--- src/rtl/ami_app_addr_xlat_pkg.sv ---
// Shared AMI types for the per-app address-translation stage: request/response
// structs, TLB entry layout, TLB state encoding and sizing constants.
package ami_app_addr_xlat_pkg;

    localparam int AMI_ADDR_WIDTH          = 64;
    localparam int AMI_DATA_WIDTH          = 64;
    localparam int AMI_SIZE_WIDTH          = 6;
    localparam int AMI_APP_BITS            = 2;
    localparam int AMI_PORT_BITS           = 1;
    localparam int AMI_CHANNEL_BITS        = 1;
    localparam int AMI_NUM_APP_TLB_ENTRIES = 4;
    localparam int ADDR_XLATED_Q_DEPTH     = 4;
    localparam bit DISABLE_INTERLEAVE      = 1'b0;
    // Channels interleave on 64-byte lines.
    localparam int INTERLEAVE_LSB          = 6;

    typedef enum logic [1:0] {
        DISABLED    = 2'd0,
        PROGRAMMING = 2'd1,
        ENABLED     = 2'd2
    } APP_TLB_STATE;

    typedef struct packed {
        logic                      valid;
        logic                      isWrite;
        logic [AMI_ADDR_WIDTH-1:0] addr;
        logic [AMI_DATA_WIDTH-1:0] data;
        logic [AMI_SIZE_WIDTH-1:0] size;
    } AMIRequest;

    typedef struct packed {
        logic                        valid;
        logic                        isWrite;
        logic [AMI_APP_BITS-1:0]     srcApp;
        logic [AMI_PORT_BITS-1:0]    srcPort;
        logic [AMI_CHANNEL_BITS-1:0] channel;
        logic [AMI_ADDR_WIDTH-1:0]   addr;
        logic [AMI_DATA_WIDTH-1:0]   data;
        logic [AMI_SIZE_WIDTH-1:0]   size;
    } AMIReq;

    typedef struct packed {
        logic                      valid;
        logic                      in_memory;
        logic                      readable;
        logic                      writable;
        logic [AMI_ADDR_WIDTH-1:0] va_start;
        logic [AMI_ADDR_WIDTH-1:0] va_end;
        logic [AMI_ADDR_WIDTH-1:0] pa;
    } AMIAPP_TLB_Entry;

    typedef struct packed {
        logic                      valid;
        logic                      isWrite;
        logic [AMI_ADDR_WIDTH-1:0] addr;
    } AMIXlatFault;

endpackage

--- src/rtl/ami_xlat_fifo.sv ---
// Generic AMIReq FIFO with simultaneous push/pop; head.valid reflects non-empty.
module ami_xlat_fifo
    import ami_app_addr_xlat_pkg::*;
#(
    parameter int DEPTH = ADDR_XLATED_Q_DEPTH,
    localparam int PTR_W = (DEPTH > 1) ? $clog2(DEPTH) : 1,
    localparam int CNT_W = $clog2(DEPTH + 1)
) (
    input  logic             clk,
    input  logic             rst_n,
    input  logic             push_i,
    input  AMIReq            push_data_i,
    input  logic             pop_i,
    output AMIReq            head_o,
    output logic [CNT_W-1:0] count_o
);

    logic [PTR_W-1:0] wr_ptr_q, rd_ptr_q;
    logic [CNT_W-1:0] count_q;
    AMIReq            mem_q [DEPTH];
    logic             do_push, do_pop;

    assign do_push = push_i && (count_q != CNT_W'(DEPTH));
    assign do_pop  = pop_i && (count_q != '0);
    assign count_o = count_q;

    always_ff @(posedge clk or negedge rst_n) begin
        if (!rst_n) begin
            wr_ptr_q <= '0;
            rd_ptr_q <= '0;
            count_q  <= '0;
        end else begin
            if (do_push)
                wr_ptr_q <= (wr_ptr_q == PTR_W'(DEPTH - 1)) ? '0 : wr_ptr_q + 1'b1;
            if (do_pop)
                rd_ptr_q <= (rd_ptr_q == PTR_W'(DEPTH - 1)) ? '0 : rd_ptr_q + 1'b1;
            case ({do_push, do_pop})
                2'b10:   count_q <= count_q + 1'b1;
                2'b01:   count_q <= count_q - 1'b1;
                default: count_q <= count_q;
            endcase
        end
    end

    // Storage needs no reset: count_q gates head validity.
    always_ff @(posedge clk) begin
        if (do_push)
            mem_q[wr_ptr_q] <= push_data_i;
    end

    always_comb begin
        head_o       = mem_q[rd_ptr_q];
        head_o.valid = (count_q != '0);
    end

endmodule

--- src/rtl/ami_app_addr_xlat.sv ---
// Per-app/per-port VA->PA translation with a small TLB, permission check and output queue.
// Optional AMI_XLAT_STATS_EN adds saturating hit_count/fault_count outputs.
module ami_app_addr_xlat
    import ami_app_addr_xlat_pkg::*;
#(
    parameter logic [AMI_APP_BITS-1:0]  APP_ID      = '0,
    parameter logic [AMI_PORT_BITS-1:0] PORT_ID     = '0,
    parameter int                       NUM_ENTRIES = AMI_NUM_APP_TLB_ENTRIES,
    parameter int                       OUT_Q_DEPTH = ADDR_XLATED_Q_DEPTH,
    localparam int IDX_W = (NUM_ENTRIES > 1) ? $clog2(NUM_ENTRIES) : 1
) (
    input  logic                      clk,
    input  logic                      rst_n,
    input  AMIRequest                 req_in,
    output logic                      req_in_grant,
    output AMIReq                     req_out,
    input  logic                      req_out_grant,
    input  logic                      prog_start,
    input  logic                      prog_wr,
    input  logic [IDX_W-1:0]          prog_idx,
    input  AMIAPP_TLB_Entry           prog_entry,
    input  logic                      prog_done,
    output logic [1:0]                state_out,
    output logic                      fault_valid,
    output logic [AMI_ADDR_WIDTH-1:0] fault_addr,
    output logic                      fault_is_write
`ifdef AMI_XLAT_STATS_EN
    ,
    output logic [31:0]               hit_count,
    output logic [31:0]               fault_count
`endif
);

    localparam int CNT_W = $clog2(OUT_Q_DEPTH + 1);

    APP_TLB_STATE              state_q;
    AMIAPP_TLB_Entry           tlb_q [NUM_ENTRIES];
    logic                      s1_valid_q;
    AMIReq                     s1_req_q, s1_d;
    AMIXlatFault               fault_q;
    logic                      hit;
    logic [AMI_ADDR_WIDTH-1:0] xlat_pa;
    logic [CNT_W-1:0]          q_count;
    logic                      room;

    // Space is reserved for the request already in stage 1, so a push never meets a full queue.
    assign room = (32'(q_count) + 32'(s1_valid_q)) < OUT_Q_DEPTH;
    assign req_in_grant = req_in.valid && (state_q == ENABLED) && !prog_start && room;

    always_ff @(posedge clk or negedge rst_n) begin
        if (!rst_n) begin
            state_q <= DISABLED;
        end else begin
            case (state_q)
                DISABLED:    if (prog_start) state_q <= PROGRAMMING;
                PROGRAMMING: if (prog_done) state_q <= ENABLED;
                ENABLED:     if (prog_start && !s1_valid_q) state_q <= PROGRAMMING;
                default:     state_q <= DISABLED;
            endcase
        end
    end

    assign state_out = state_q;

    always_ff @(posedge clk or negedge rst_n) begin
        if (!rst_n) begin
            for (int i = 0; i < NUM_ENTRIES; i++)
                tlb_q[i] <= '0;
        end else if (state_q == PROGRAMMING && prog_wr && 32'(prog_idx) < NUM_ENTRIES) begin
            tlb_q[prog_idx] <= prog_entry;
        end
    end

    // Lowest matching index wins; the lookup result is captured into stage 1.
    always_comb begin
        hit     = 1'b0;
        xlat_pa = '0;
        for (int i = 0; i < NUM_ENTRIES; i++) begin
            if (!hit && tlb_q[i].valid && tlb_q[i].in_memory &&
                req_in.addr >= tlb_q[i].va_start && req_in.addr <= tlb_q[i].va_end &&
                (req_in.isWrite ? tlb_q[i].writable : tlb_q[i].readable)) begin
                hit     = 1'b1;
                xlat_pa = tlb_q[i].pa + (req_in.addr - tlb_q[i].va_start);
            end
        end
        s1_d         = '0;
        s1_d.valid   = 1'b1;
        s1_d.isWrite = req_in.isWrite;
        s1_d.srcApp  = APP_ID;
        s1_d.srcPort = PORT_ID;
        s1_d.channel = DISABLE_INTERLEAVE ? '0 : xlat_pa[INTERLEAVE_LSB +: AMI_CHANNEL_BITS];
        s1_d.addr    = xlat_pa;
        s1_d.data    = req_in.data;
        s1_d.size    = req_in.size;
    end

    always_ff @(posedge clk or negedge rst_n) begin
        if (!rst_n) begin
            s1_valid_q <= 1'b0;
            s1_req_q   <= '0;
            fault_q    <= '0;
        end else begin
            s1_valid_q    <= req_in_grant && hit;
            fault_q.valid <= req_in_grant && !hit;
            if (req_in_grant && hit)
                s1_req_q <= s1_d;
            if (req_in_grant && !hit) begin
                fault_q.addr    <= req_in.addr;
                fault_q.isWrite <= req_in.isWrite;
            end
        end
    end

    assign fault_valid    = fault_q.valid;
    assign fault_addr     = fault_q.addr;
    assign fault_is_write = fault_q.isWrite;

    ami_xlat_fifo #(
        .DEPTH (OUT_Q_DEPTH)
    ) u_out_q (
        .clk         (clk),
        .rst_n       (rst_n),
        .push_i      (s1_valid_q),
        .push_data_i (s1_req_q),
        .pop_i       (req_out_grant),
        .head_o      (req_out),
        .count_o     (q_count)
    );

`ifdef AMI_XLAT_STATS_EN
    logic [31:0] hit_count_q, fault_count_q;

    always_ff @(posedge clk or negedge rst_n) begin
        if (!rst_n) begin
            hit_count_q   <= '0;
            fault_count_q <= '0;
        end else begin
            if (s1_valid_q && hit_count_q != '1)
                hit_count_q <= hit_count_q + 1'b1;
            if (fault_q.valid && fault_count_q != '1)
                fault_count_q <= fault_count_q + 1'b1;
        end
    end

    assign hit_count   = hit_count_q;
    assign fault_count = fault_count_q;
`endif

endmodule

--- config.mk ---
export PLATFORM = sky130hd
export DESIGN_NAME = ami_app_addr_xlat
export DESIGN_NICKNAME = d
export VERILOG_FILES = /design/src/rtl/ami_app_addr_xlat_pkg.sv /design/src/rtl/ami_xlat_fifo.sv /design/src/rtl/ami_app_addr_xlat.sv
export SDC_FILE = /design/constraint.sdc
export NUM_CORES = 2
export LEC_CHECK = 0
export ABC_AREA = 1
export BUFFER_PORTS_ARGS = -buffer_cell sky130_fd_sc_hd__buf_2
export CAP_MARGIN = 40
export CORE_ASPECT_RATIO = 1.25
export CORE_MARGIN = 2
export CORE_UTILIZATION = 35
export DETAILED_ROUTE_END_ITERATION = 12
export PLACE_DENSITY = 0.62
export SYNTH_ARGS = -nofsm -noshare
export SYNTH_HDL_FRONTEND = slang
export SYNTH_SLANG_ARGS = --single-unit
--- constraint.sdc ---
create_clock -name clk -period 10.2 [get_ports clk]
set_input_delay 2.04 -clock clk [delete_from_list [all_inputs] [get_ports clk]]
set_output_delay 2.04 -clock clk [all_outputs]
set_load 0.02 [all_outputs]
==> summary.txt <==
Clock tree
  • CTS tree: yes
  • CTS Root Cell: clkbuf_16
  • CTS resizes: 0
  • Reg clk slew, reported paths: 0.05 ns
  • H-tree Lvls: 4
  • Clock latency on the worst-skew pair: 0.91 ns
  • CTS buffer count: 172
  • Clk sink count: 1535
  • Max Buffers Root-to-Sink: 4
  • Total setup buffers inserted after CTS: 0
  • Post-CTS Hold Buffers: 0

Yosys
  • Gate count after technology mapping: 11900
  • Number of synthesized flops with an enable pin: between 500 and 600
  • Post-synth top area share: 0.258
  • Sequential area share after synthesis: 0.425
  • Top area cells in the synthesized netlist: dfrtp_1 (26%), edfxtp_1 (17%), ha_1 (10%)
  • Post-synth cell types: 52
  • Top_reg_cell synth: dfrtp_1
  • Fraction of registers with async set/reset: 0.648
  • YS warnings: 0
  • Flops & latches, synth: approximately 1500
  • Largest area contributor in the netlist: dfrtp_1
  • Mapped Area: 96700 um2
  • Syn avg cell area: 8.15 um2

Worst setup path
  • Worst setup SP type: input pin
  • Crit path arrival time: 7.66 ns
  • Max FO, Critical Path: slightly below 70
  • Worst r2r path cells: 19
  • Element type at the critical path end: register
  • Crit path kind: in -> reg
  • Worst endpoint required time: about 11 ns

Floorplan
  • Chip Width: around 470 um
  • Rows: 215
  • Chip height: 592 um
  • Top Ports: 549
  • Core Footprint: 275000 um2
  • Starting Density: 0.352
  • Total Die Area: 280000 um2

Global route
  • Vias in the first global route: 82400
  • Total global-route track usage: 0.269
  • First-pass GRT wire length: roughly 550 mm
  • Initial antenna violation count: between 80 and 90
  • Largest net degree at the start of global routing: 214
  • Total congestion overflow: 0

STA
  • RSZ-0062 raised after global routing: no
  • Fin. max-slew vios: 0
  • TNS Setup: 0 ns
  • Final Skew: roughly 0.12 ns
  • Fmax: 0.144 GHz
  • Final setup violation count: 0
  • Final hold violation count: 0
  • Tmin final: 6.93 ns
  • Final worst path period share: 0.680
  • Relative slew slack: 0.267
  • Worst Max-Slew Pin Slew: 1.10 ns

Route
  • Via count: 84500
  • Initial drt markers: 8265
  • # DRC: 0
  • Drt via density: ~5.2
  • Antenna Nets Post-Route: 0
  • Final WL: 386 mm
  • Wire length per cell: 23.8 um
  • 1st-pass router iterations: 8

Placed design
  • DP HPWL: 303 mm
  • Final weighted congestion in routability-driven placement: 1.07
  • Port bufs: 545

Hold path
  • HP Class: reg -> reg
  • WHS Path Cells: 2

Final layout
  • Area grow syn2layout: 13.2%
  • Commonest non-fill, non-tap cell in the layout: nand2_1
  • Nets: approximately 14000
  • Share of cells above drive strength 1: 0.0761
  • Layout fillers: around 28000
  • Most frequent cells in the layout: nand2_1 (2340), inv_1 (1977), nor2_1 (1316), o21ai_0 (1222), dfrtp_1 (993)

Flow run
  • Max-cap violations: 0

Status
  • Status: finished clean
-- registers in the layout, indices dropped and copies added, names as in the netlist --
register,flops
state_out,2
s1_valid_q,1
tlb_q,784
u_out_q.mem_q,540
fault_is_write,1
s1_req_q,135
u_out_q.wr_ptr_q,2
fault_addr,64
fault_valid,1
u_out_q.rd_ptr_q,2
u_out_q.count_o,3
-- cells by family after synthesis --
logic type / Yosys count / share of synthesized area
adders and majority gates: 1027 / 0.153
DFF: 1535 / 0.425
and+or+nand+nor: 4344 / 0.180
AOI/OAI and AO/OA: 2448 / 0.134
muxes: 8 / 0.000932
other: 1 / 0.0000388
buffers and inverters: 2328 / 0.0919
xor gates and xnor gates: 168 / 0.0152
-- worst max-delay path: stages --
cell,delay (ns)
buf_2,0.46
ha_1,0.30
nand2_1,0.10
nor2_1,0.20
nand4_1,0.17
nor4_2,0.62
nand2_1,0.41
nor2_1,0.48
nand2_1,0.14
nand2_1,0.10
nand3_2,0.22
o21ai_2,0.19
nor2_4,0.05
nand2_1,0.30
nand2_4,0.52
inv_4,0.71
buf_12,0.34
nand2_1,0.11
nand2_1,0.06
-- layout make-up --
class | instances | area [um2] | share of cell area
multi-input combinational | 7998 | 46800 | 0.428
sequential | 1535 | 41100 | 0.376
inverter | 1982 | 7450 | 0.0680
clock buffer | 244 | 4900 | 0.0447
tap | 3689 | 4620 | 0.0422
timing repair buffer | 644 | 3850 | 0.0351
clock inverter | 61 | 611 | 0.00558
antenna | 36 | 90.1 | 0.000823
-- worst paths after layout --
| kind | slack [ns] | to | from |
|---|---|---|---|
| worst max-delay path | 3.27 | s1_req_q[128] | req_in[133] |
| worst min-delay path | 0.48 | fault_addr[55] | fault_addr[55] |
| worst max register to register | 4.53 | s1_req_q[128] | tlb_q[779] |
| worst min register to register | 0.48 | fault_addr[55] | fault_addr[55] |
| max in group asynchronous | 6.88 | tlb_q[390] | rst_n |
| min in group asynchronous | 1.22 | s1_req_q[24] | rst_n |
-- cell usage after synthesis (4+ instances only) --
master,instances
nand2_1,2341
nor3_1,81
a211oi_1,5
buf_4,11
nand3b_1,21
fa_1,253
inv_1,1977
xnor2_1,56
clkbuf_1,260
o21bai_1,54
nor2_1,1322
nor4_1,30
o21ai_0,1222
xor2_1,112
a21oi_1,819
dfrtp_1,995
buf_2,55
a21o_1,37
o21a_1,38
o31ai_1,4
o22ai_1,136
a21boi_0,25
ha_1,774
edfxtp_1,540
buf_6,5
nand3_1,441
or2_2,5
and3_1,8
mux2_2,8
buf_1,15
o21ai_1,43
a31oi_1,33
o211ai_1,24
nand4_1,83
-- per-stage QoR --
| stage | util | cells | setup slack (ns) | hold WS, ns | cell area, um2 |
|---|---|---|---|---|---|
| 2_1_floorplan | - | 11900 | 3.08 | 0.446 | 96700 |
| 3_3_place_gp | 0.377 | 15800 | 2.44 | 0.463 | 103000 |
| 3_5_place_dp | 0.378 | 15800 | 2.41 | 0.473 | 104000 |
| 4_1_cts | 0.398 | 16100 | 3.24 | 0.488 | 109000 |
| 5_1_grt | 0.398 | 16200 | 3.09 | 0.501 | 109000 |
| 6_report | 0.399 | 16200 | 3.27 | 0.485 | 109000 |
-- metal layers --
metal / up-vias / share of wire / global-route usage
met3: 1003 / 0.072 / 0.0504
met4: 80 / 0.066 / 0.150
li1: 39400 / - / -
met1: 40600 / 0.40 / 0.337
met5: - / 0.0014 / 0
met2: 3383 / 0.46 / 0.436
Power is left out: the tool's default activity adds up to more than one toggle a clock period on the data nets, which glitch-free logic cannot reach.
